==> src/rtl/ll_traverse_engine.sv <==
// ll_traverse_engine
// Walks a singly_linked_list from its head, issuing read ops and following
// next_node_addr. Each node's data is emitted on a valid/ready stream, with
// out_last set on the final node.
//
// Ports:
//   clk, rst            clock, asynchronous active-high reset
//   start               begin traversal (sampled only in IDLE)
//   busy/done/error     status; done pulses once, error is valid with done
//   node_count          nodes emitted in current/last traversal
//   ll_*                read-op interface to singly_linked_list
//   out_valid/ready     node stream handshake; out_data/out_addr/out_last payload
//
// Optional build macro LL_TRAVERSE_PREFETCH_EN: adds a second holding
// register. The read for the next node is issued while a beat waits for
// out_ready, and the result is parked there.
module ll_traverse_engine #(
  parameter int DATA_WIDTH = 8,
  parameter int MAX_NODE   = 8,
  localparam int ADDR_WIDTH = $clog2(MAX_NODE + 1)
) (
  input  logic                  clk,
  input  logic                  rst,
  input  logic                  start,
  output logic                  busy,
  output logic                  done,
  output logic                  error,
  output logic [ADDR_WIDTH-1:0] node_count,
  output logic [2:0]            ll_op,
  output logic [ADDR_WIDTH-1:0] ll_addr,
  output logic                  ll_op_start,
  input  logic                  ll_op_done,
  input  logic                  ll_fault,
  input  logic [DATA_WIDTH-1:0] ll_data_out,
  input  logic [ADDR_WIDTH-1:0] ll_next_node_addr,
  input  logic [ADDR_WIDTH-1:0] ll_head,
  input  logic [ADDR_WIDTH-1:0] ll_length,
  output logic                  out_valid,
  input  logic                  out_ready,
  output logic [DATA_WIDTH-1:0] out_data,
  output logic [ADDR_WIDTH-1:0] out_addr,
  output logic                  out_last
);
  localparam logic [ADDR_WIDTH-1:0] ADDR_NULL = ADDR_WIDTH'(MAX_NODE + 1);
  localparam logic [ADDR_WIDTH-1:0] MAX_A     = ADDR_WIDTH'(MAX_NODE);

  typedef enum logic [2:0] {S_IDLE, S_ISSUE, S_WAIT, S_EMIT, S_FINISH} state_t;

  state_t                state_q, state_d;
  logic [ADDR_WIDTH-1:0] ptr_q, ptr_d, len_q, len_d, cnt_q, cnt_d;
  logic [ADDR_WIDTH-1:0] addr_q, addr_d, next_q, next_d;
  logic [DATA_WIDTH-1:0] data_q, data_d;
  logic                  last_q, last_d, err_q, err_d;

`ifdef LL_TRAVERSE_PREFETCH_EN
  logic                  pf_busy_q, pf_busy_d, pf_vld_q, pf_vld_d, pf_fault_q, pf_fault_d;
  logic [DATA_WIDTH-1:0] pf_data_q, pf_data_d;
  logic [ADDR_WIDTH-1:0] pf_next_q, pf_next_d;
  logic                  pf_hit, pf_fault_sel, pf_legal;
  logic [DATA_WIDTH-1:0] pf_data_sel;
  logic [ADDR_WIDTH-1:0] pf_next_sel;

  // A read landing on the same cycle as the handshake is consumed directly.
  assign pf_hit       = pf_vld_q || (pf_busy_q && ll_op_done);
  assign pf_fault_sel = pf_vld_q ? pf_fault_q : ll_fault;
  assign pf_data_sel  = pf_vld_q ? pf_data_q  : ll_data_out;
  assign pf_next_sel  = pf_vld_q ? pf_next_q  : ll_next_node_addr;
  assign pf_legal     = !last_q && (next_q < MAX_A) && (cnt_q < MAX_A);
  assign ll_op_start  = (state_q == S_ISSUE) || (state_q == S_WAIT) || pf_busy_q;
`else
  assign ll_op_start  = (state_q == S_ISSUE) || (state_q == S_WAIT);
`endif

  // The list qualifies op on op_start level, so addr is held with op_start.
  assign ll_addr    = ll_op_start ? ptr_q : ADDR_NULL;
  assign ll_op      = 3'd0;
  assign busy       = (state_q == S_ISSUE) || (state_q == S_WAIT) || (state_q == S_EMIT);
  assign done       = (state_q == S_FINISH);
  assign error      = err_q;
  assign node_count = cnt_q;
  assign out_valid  = (state_q == S_EMIT);
  assign out_data   = data_q;
  assign out_addr   = addr_q;
  assign out_last   = last_q;

  always_comb begin
    state_d = state_q;
    ptr_d   = ptr_q;
    len_d   = len_q;
    cnt_d   = cnt_q;
    addr_d  = addr_q;
    next_d  = next_q;
    data_d  = data_q;
    last_d  = last_q;
    err_d   = err_q;
`ifdef LL_TRAVERSE_PREFETCH_EN
    pf_busy_d  = pf_busy_q;
    pf_vld_d   = pf_vld_q;
    pf_fault_d = pf_fault_q;
    pf_data_d  = pf_data_q;
    pf_next_d  = pf_next_q;
`endif
    case (state_q)
      S_IDLE: if (start) begin
        len_d   = ll_length;
        ptr_d   = ll_head;
        cnt_d   = '0;
        err_d   = 1'b0;
        state_d = (ll_length == '0) ? S_FINISH : S_ISSUE;
`ifdef LL_TRAVERSE_PREFETCH_EN
        pf_busy_d = 1'b0;
        pf_vld_d  = 1'b0;
`endif
      end
      S_ISSUE: state_d = S_WAIT;
      S_WAIT: if (ll_op_done) begin
        if (ll_fault) begin
          err_d   = 1'b1;
          state_d = S_FINISH;
        end else begin
          data_d  = ll_data_out;
          next_d  = ll_next_node_addr;
          addr_d  = ptr_q;
          cnt_d   = cnt_q + 1'b1;
          last_d  = ((cnt_q + 1'b1) == len_q) || (ll_next_node_addr == ADDR_NULL);
          state_d = S_EMIT;
        end
      end
      S_EMIT: begin
`ifdef LL_TRAVERSE_PREFETCH_EN
        if (pf_busy_q && ll_op_done) begin
          pf_busy_d  = 1'b0;
          pf_vld_d   = 1'b1;
          pf_fault_d = ll_fault;
          pf_data_d  = ll_data_out;
          pf_next_d  = ll_next_node_addr;
        end
        if (!out_ready && !pf_busy_q && !pf_vld_q && pf_legal) begin
          ptr_d     = next_q;
          pf_busy_d = 1'b1;
        end
`endif
        if (out_ready) begin
          if (last_q) begin
            // Chain ended early (null before length reached) counts as error.
            err_d   = (cnt_q != len_q);
            state_d = S_FINISH;
          end else if ((next_q >= MAX_A) || (cnt_q >= MAX_A)) begin
            // Illegal pointer, or loop guard: never emit more than MAX_NODE beats.
            err_d   = 1'b1;
            state_d = S_FINISH;
          end
`ifdef LL_TRAVERSE_PREFETCH_EN
          else if (pf_hit) begin
            pf_busy_d = 1'b0;
            pf_vld_d  = 1'b0;
            if (pf_fault_sel) begin
              err_d   = 1'b1;
              state_d = S_FINISH;
            end else begin
              data_d = pf_data_sel;
              next_d = pf_next_sel;
              addr_d = ptr_q;
              cnt_d  = cnt_q + 1'b1;
              last_d = ((cnt_q + 1'b1) == len_q) || (pf_next_sel == ADDR_NULL);
            end
          end else if (pf_busy_q) begin
            // Read still in flight: WAIT takes over the held op_start.
            pf_busy_d = 1'b0;
            state_d   = S_WAIT;
          end
`endif
          else begin
            ptr_d   = next_q;
            state_d = S_ISSUE;
          end
        end
      end
      S_FINISH: state_d = S_IDLE;
      default:  state_d = S_IDLE;
    endcase
  end

  always_ff @(posedge clk or posedge rst) begin
    if (rst) begin
      state_q <= S_IDLE;
      ptr_q   <= '0;
      len_q   <= '0;
      cnt_q   <= '0;
      addr_q  <= '0;
      next_q  <= '0;
      data_q  <= '0;
      last_q  <= 1'b0;
      err_q   <= 1'b0;
`ifdef LL_TRAVERSE_PREFETCH_EN
      pf_busy_q  <= 1'b0;
      pf_vld_q   <= 1'b0;
      pf_fault_q <= 1'b0;
      pf_data_q  <= '0;
      pf_next_q  <= '0;
`endif
    end else begin
      state_q <= state_d;
      ptr_q   <= ptr_d;
      len_q   <= len_d;
      cnt_q   <= cnt_d;
      addr_q  <= addr_d;
      next_q  <= next_d;
      data_q  <= data_d;
      last_q  <= last_d;
      err_q   <= err_d;
`ifdef LL_TRAVERSE_PREFETCH_EN
      pf_busy_q  <= pf_busy_d;
      pf_vld_q   <= pf_vld_d;
      pf_fault_q <= pf_fault_d;
      pf_data_q  <= pf_data_d;
      pf_next_q  <= pf_next_d;
`endif
    end
  end
endmodule

==> config.mk <==
export PLATFORM = sky130hd
export DESIGN_NAME = ll_traverse_engine
export DESIGN_NICKNAME = d
export VERILOG_FILES = /design/src/rtl/ll_traverse_engine.sv
export SDC_FILE = /design/constraint.sdc
export NUM_CORES = 1
export LEC_CHECK = 0
export BUFFER_PORTS_ARGS = -buffer_cell sky130_fd_sc_hd__buf_2
export CORE_AREA = 4 4 68 70
export CTS_CLUSTER_DIAMETER = 80
export CTS_CLUSTER_SIZE = 25
export DETAILED_ROUTE_END_ITERATION = 12
export DIE_AREA = 0 0 72 74
export PLACE_DENSITY_LB_ADDON = 0.2
export REMOVE_ABC_BUFFERS = 1
export SLEW_MARGIN = 20
export SYNTH_ARGS = -nofsm -noshare
export SYNTH_HDL_FRONTEND = slang
export SYNTH_SLANG_ARGS = --single-unit
==> constraint.sdc <==
create_clock -name clk -period 3 [get_ports clk]
set_input_delay 0 -clock clk [delete_from_list [all_inputs] [get_ports clk]]
set_output_delay 0 -clock clk [all_outputs]
set_load 0.1 [all_outputs]
==> results of run 1 <==
## worst max-delay path: cells and delay by family (launching register included)
kind	cells	cell delay, ps
AOI/OAI and AO/OA	1	400
and+or+nand+nor	2	360
buffers and inverters	1	420
DFF	1	800
## flip-flops by register name, indices dropped and copies added, names as in the netlist
signal / cells
node_count: 4
out_last: 1
out_data: 8
next_q: 4
ptr_q: 4
out_addr: 4
state_q: 3
error: 1
len_q: 4
## cell usage after synthesis, types with 3 or more instances
library cell,number,area [µm²]
a21oi_1,4,20.0
buf_4,7,52.6
dfrtp_1,33,826
inv_1,5,18.8
mux2_1,19,214
mux2i_1,5,50.1
nand2_1,10,37.5
nand2b_1,5,31.3
nand3_1,3,15.0
nor2_1,11,41.3
nor3_1,3,15.0
o21ai_1,7,35.0
xnor2_1,5,43.8
## worst min-delay path by stage
stage,to,slack (ps),cells after the start
floorplan,state_q[0],110,1
global placement,out_data[5],100,3
detailed placement,out_data[3],130,3
CTS,ptr_q[3],1,3
global route,ptr_q[3],10,3
finish,ptr_q[3],5,3
## cell families after synthesis
| kind of cell | Yosys count |
|---|---|
| XOR/XNOR | 7 |
| buffers and inverters | 15 |
| flip-flops | 33 |
| AO/OA/AOI/OAI | 23 |
| AND/OR/NAND/NOR | 45 |
| adder cells (fa/ha/maj) | 2 |
| other | 1 |
| multiplexers | 26 |
## stage by stage
stage	setup slack (ps)	hold slack [ps]	instances
after floorplan	-606	108	144
after global placement	1090	101	247
after detailed placement	1020	129	247
after CTS	705	1.34	275
after global routing	591	10.8	275
final	742	4.99	275
## area by class of cell
class / instances / share of cell area, %
tap: 50 / 2.68
clock inverter: 1 / 1.29
clock buffer: 7 / 3.70
timing repair buffer: 73 / 20.2
sequential: 33 / 35.4
inverter: 5 / 0.805
multi-input combinational: 106 / 35.9
## routing by layer
| layer | vias to the layer above | track usage [%] |
|---|---|---|
| met3 | 7 | 4.19 |
| met5 | - | 0 |
| met1 | 668 | 19.8 |
| li1 | 669 | - |
| met4 | 0 | 5.85 |
| met2 | 41 | 26.5 |
## timing repair
action / 4_1_cts / 5_1_grt
buffers inserted: 0 / 0
hold buffers: 20 / 0
hold endpoints to repair: 52 / 0
==> flow_metrics.tcl, run 1 <==
set metrics [dict create \
    status "completed" \
    n_antenna_cell 0 \
    cts_repair_resize_count 0 \
    wl_per_cell_um 13.9 \
    yosysSeqAreaShare_pct 47.0 \
    fin_nets 252 \
    pin_count 55 \
    n_fill_cell 354 \
    synth.distinct_cells 40 \
    place_congestion 0.789 \
    synthMuxAreaShare_pct 16.3 \
    fmax_mhz 443 \
    m1WireLength_um 1610 \
    holdCritPathClass "in -> reg" \
    design.die.area_um2 5330 \
    clock_path_buffers 2 \
    drive_gt1_share_pct 31.6 \
    synth_area_per_cell_um2 11.5 \
    ff2ff_path_depth 4 \
    cp_slowest_cell "dfrtp_1" \
    grt_pass1_vias 1427 \
    synthCells 152 \
    hpwl_um 2740 \
    cts_root_buffer "clkbuf_8" \
    final_area_um2 2330 \
    grt_max_degree 34 \
    start_kind "flop" \
    grt_pass1_wl_um 6580 \
    antenna_found_initial 0 \
    r2r_end "out_data[7]" \
    finalHoldViolations 0 \
    path_max_fanout 20 \
    die_w_um 72 \
    synth_warnings 0 \
    detail_route.wirelength_um 3830 \
    synth_compound_area_share_pct 9.76 \
    final_util_pct 58.7 \
    place_area_um2 2020 \
    worst_pin_slew_ps 707 \
    dr.pass1.iters 4 \
    setup_viol 0 \
    r2r_start "state_q[1]" \
    crit_chain "nand2b_1 > a21oi_1 > and2_1 > buf_2" \
    synth-simple-area-share_pct 16.1 \
    routed.top_layer "met4" \
    drc_errors 0 \
    clk_pin_slew_ps 70 \
    cp.required_ps 3000 \
    synth_edf_count 0 \
    min_from "ll_head[3]" \
    fin_crit_ps 2260 \
    met2WireLength_um 1950 \
    slew_violations 0 \
    fin_crit_sh_pct 75.3 \
    grt_use_total_pct 15.8 \
    finalSetupTns_ps 0 \
    cp.arrival_ps 2260 \
    ys_ff_latch 33 \
    vias 1385 \
    fp.dieH_um 74 \
    async_flop_share_pct 100 \
    cts_tree "done" \
    initial_core_util_pct 44.2 \
    numCtsBuffers 5 \
    h-tree-depth 2 \
    multi_input_area_um2 838 \
    areaGrowthSynthToFinish_pct 32.9 \
    initialDrtViolationCount 85 \
    fp-row-count 23 \
    maxSlewHeadroom_pct 52.8 \
    maxCapViolCount 0 \
    clock_skew_ps 11.2 \
    worstSetupPathType "reg -> out" \
    ys.flop_type "dfrtp_1" \
    seqCellArea_um2 826 \
    rsz0062_at_grt "false" \
    numPortBuffers 51 \
    layout_commonest_cell "buf_2" \
    viasPerCell 5.04 \
    coreArea_um2 3970 \
    max_stage_delay_ps 800 \
    synth_fa_ha_area_share_pct 1.43 \
    critPathCapture "ll_addr[1]" \
    rrSetupSlack_ps 1030 \
    synth_xor_area_share_pct 3.49 \
    layout_common_cells "51 x buf_2, 33 x dfrtp_1, 20 x dlygate4sd3_1" \
    worstSetupEndpointType "output pin" \
    worstSetupStartpoint "state_q[0]" \
    wl_met3_um 200 \
    ant_nets 0 \
    synth_area_um2 1760 \
    cts.sinks 33 \
    synth_top_family_by_area "multiplexers" \
    overflow 0 \
    clkLatencyLatePin_ps 280 \
]
Power of run 1 is not shown: default switching activity piles up to over one toggle a cycle in this logic, so the estimate is an artifact.
==> run 2, diff against run 1 <==
clock period = 2 ns   (was 3 ns; I/O delays follow)
==> flow_metrics.tcl, run 2 (synthesis gave the netlist of run 1 again) <==
set metrics [dict create \
    drive_gt1_share_pct 33.6 \
    worst_pin_slew_ps 522 \
    rsz0062_at_grt "false" \
    status "completed" \
    areaGrowthSynthToFinish_pct 36.5 \
    wl_per_cell_um 14.6 \
    min_delay_path_depth 3 \
    cts_tree "done" \
    viasPerCell 5.08 \
    pre_cts_ws_ps 210 \
    grt_use_total_pct 16.8 \
    holdCritPathClass "in -> reg" \
    design.die.area_um2 5330 \
    worstSetupEndpointType "output pin" \
    r2r_end "ptr_q[1]" \
    ff2ff_path_depth 3 \
    start_kind "flop" \
    grt_pass1_wl_um 6930 \
    r2r_start "state_q[2]" \
    min_from "ll_head[0]" \
    slew_violations 0 \
    grt_max_degree 34 \
    drc_errors 0 \
    clock_skew_ps 8.54 \
    largest_reg_flops 8 \
    setup_ws_ps 143 \
    hold-worst-slack_ps 7.04 \
    layout_common_cells "45 x buf_2, 31 x dfrtp_1, 20 x dlygate4sd3_1" \
    place_congestion 0.853 \
    setup_viol 0 \
    fp.dieH_um 74 \
    n_antenna_cell 0 \
    pin_count 55 \
    layout_commonest_cell "buf_2" \
    fin_crit_sh_pct 92.9 \
    die_w_um 72 \
    clk_pin_slew_ps 70 \
    grt_pass1_vias 1484 \
    finalHoldViolations 0 \
    fin_nets 256 \
    fin_crit_ps 1860 \
    antenna_found_initial 0 \
    numPortBuffers 51 \
    cp.arrival_ps 1860 \
    initial_core_util_pct 44.2 \
    rrSetupSlack_ps 360 \
    fp-row-count 23 \
    min_to "ptr_q[0]" \
    clkLatencyLatePin_ps 290 \
    worstSetupPathType "reg -> out" \
    h-tree-depth 2 \
    postCtsSetupBuffers 0 \
    vias 1416 \
    cp.required_ps 2000 \
    dr.pass1.iters 4 \
    maxSlewHeadroom_pct 64.9 \
    initialDrtViolationCount 68 \
    cts_root_buffer "clkbuf_8" \
    clock_path_buffers 2 \
    ant_nets 0 \
    detail_route.wirelength_um 4080 \
    path_max_fanout 14 \
    hpwl_um 2920 \
    coreArea_um2 3970 \
    maxCapViolCount 0 \
    cts.sinks 33 \
    fmax_mhz 538 \
    numCtsBuffers 5 \
    overflow 0 \
]
==> run 2: cell count changes in the layout (fill, tap and decap cells not counted) <==
cell | previous run | this run
buf_12 | 0 | 4
buf_2 | 51 | 45
clkbuf_8 | 6 | 5
dfrtp_2 | 0 | 2
dfrtp_1 | 33 | 31
clkbuf_4 | 0 | 1
clkinv_2 | 0 | 2
bufinv_16 | 1 | 0
buf_4 | 2 | 7
==> run 2: stage by stage <==
step	std cells	setup TNS (ps)	area, µm²	utilization [%]
global route	279	0	2400	60.3
CTS	279	0	2390	60.2
finish	279	0	2400	60.3
detailed placement	251	0	2110	53.0
floorplan	144	-7350	1680	-
global placement	251	0	2110	53.0
==> run 2: worst max-delay path, cell delays in order, from the launching register on <==
cell and delay, ps:
dfrtp_2 500, buf_4 180, nand2b_1 170, a21oi_1 170, buf_4 160, and2_1 190
buf_12 190
==> run 2: what timing repair did <==
item,4_1_cts,5_1_grt
pin swaps,0,0
resized for setup,2,2
hold buffers,20,0
hold endpoints to repair,52,0
endpoints found under the setup margin,4,4
==> run 2: layout make-up <==
| cell class | count | area, µm² |
|---|---|---|
| clock inverters | 2 | 10.0 |
| inverters | 5 | 18.8 |
| multi-input cells | 106 | 838 |
| clock buffers | 6 | 72.6 |
| well taps | 50 | 62.6 |
| fillers | 326 | 1580 |
| flip-flops and latches | 33 | 828 |
| repair buffers | 77 | 566 |
==> run 2: per-layer routing <==
| layer | vias up | share of wire, % | global-route usage [%] |
|---|---|---|---|
| met5 | - | 0 | 0 |
| met4 | 0 | 2.1 | 6.26 |
| met3 | 9 | 6.1 | 4.73 |
| met2 | 52 | 51 | 28.7 |
| met1 | 671 | 40 | 20.5 |
| li1 | 684 | - | - |
==> run 2: worst max path at each step <==
stage                             to        from  cells past startpoint
after floorplan           ll_addr[0]  state_q[0]                      3
after global placement      ptr_q[2]  state_q[0]                      3
after detailed placement    ptr_q[1]  state_q[0]                      3
after CTS                 ll_addr[2]  state_q[1]                      6
after global routing            done  state_q[2]                      3
final                     ll_addr[2]  state_q[1]                      6
Power of run 2 is left out for the same reason.
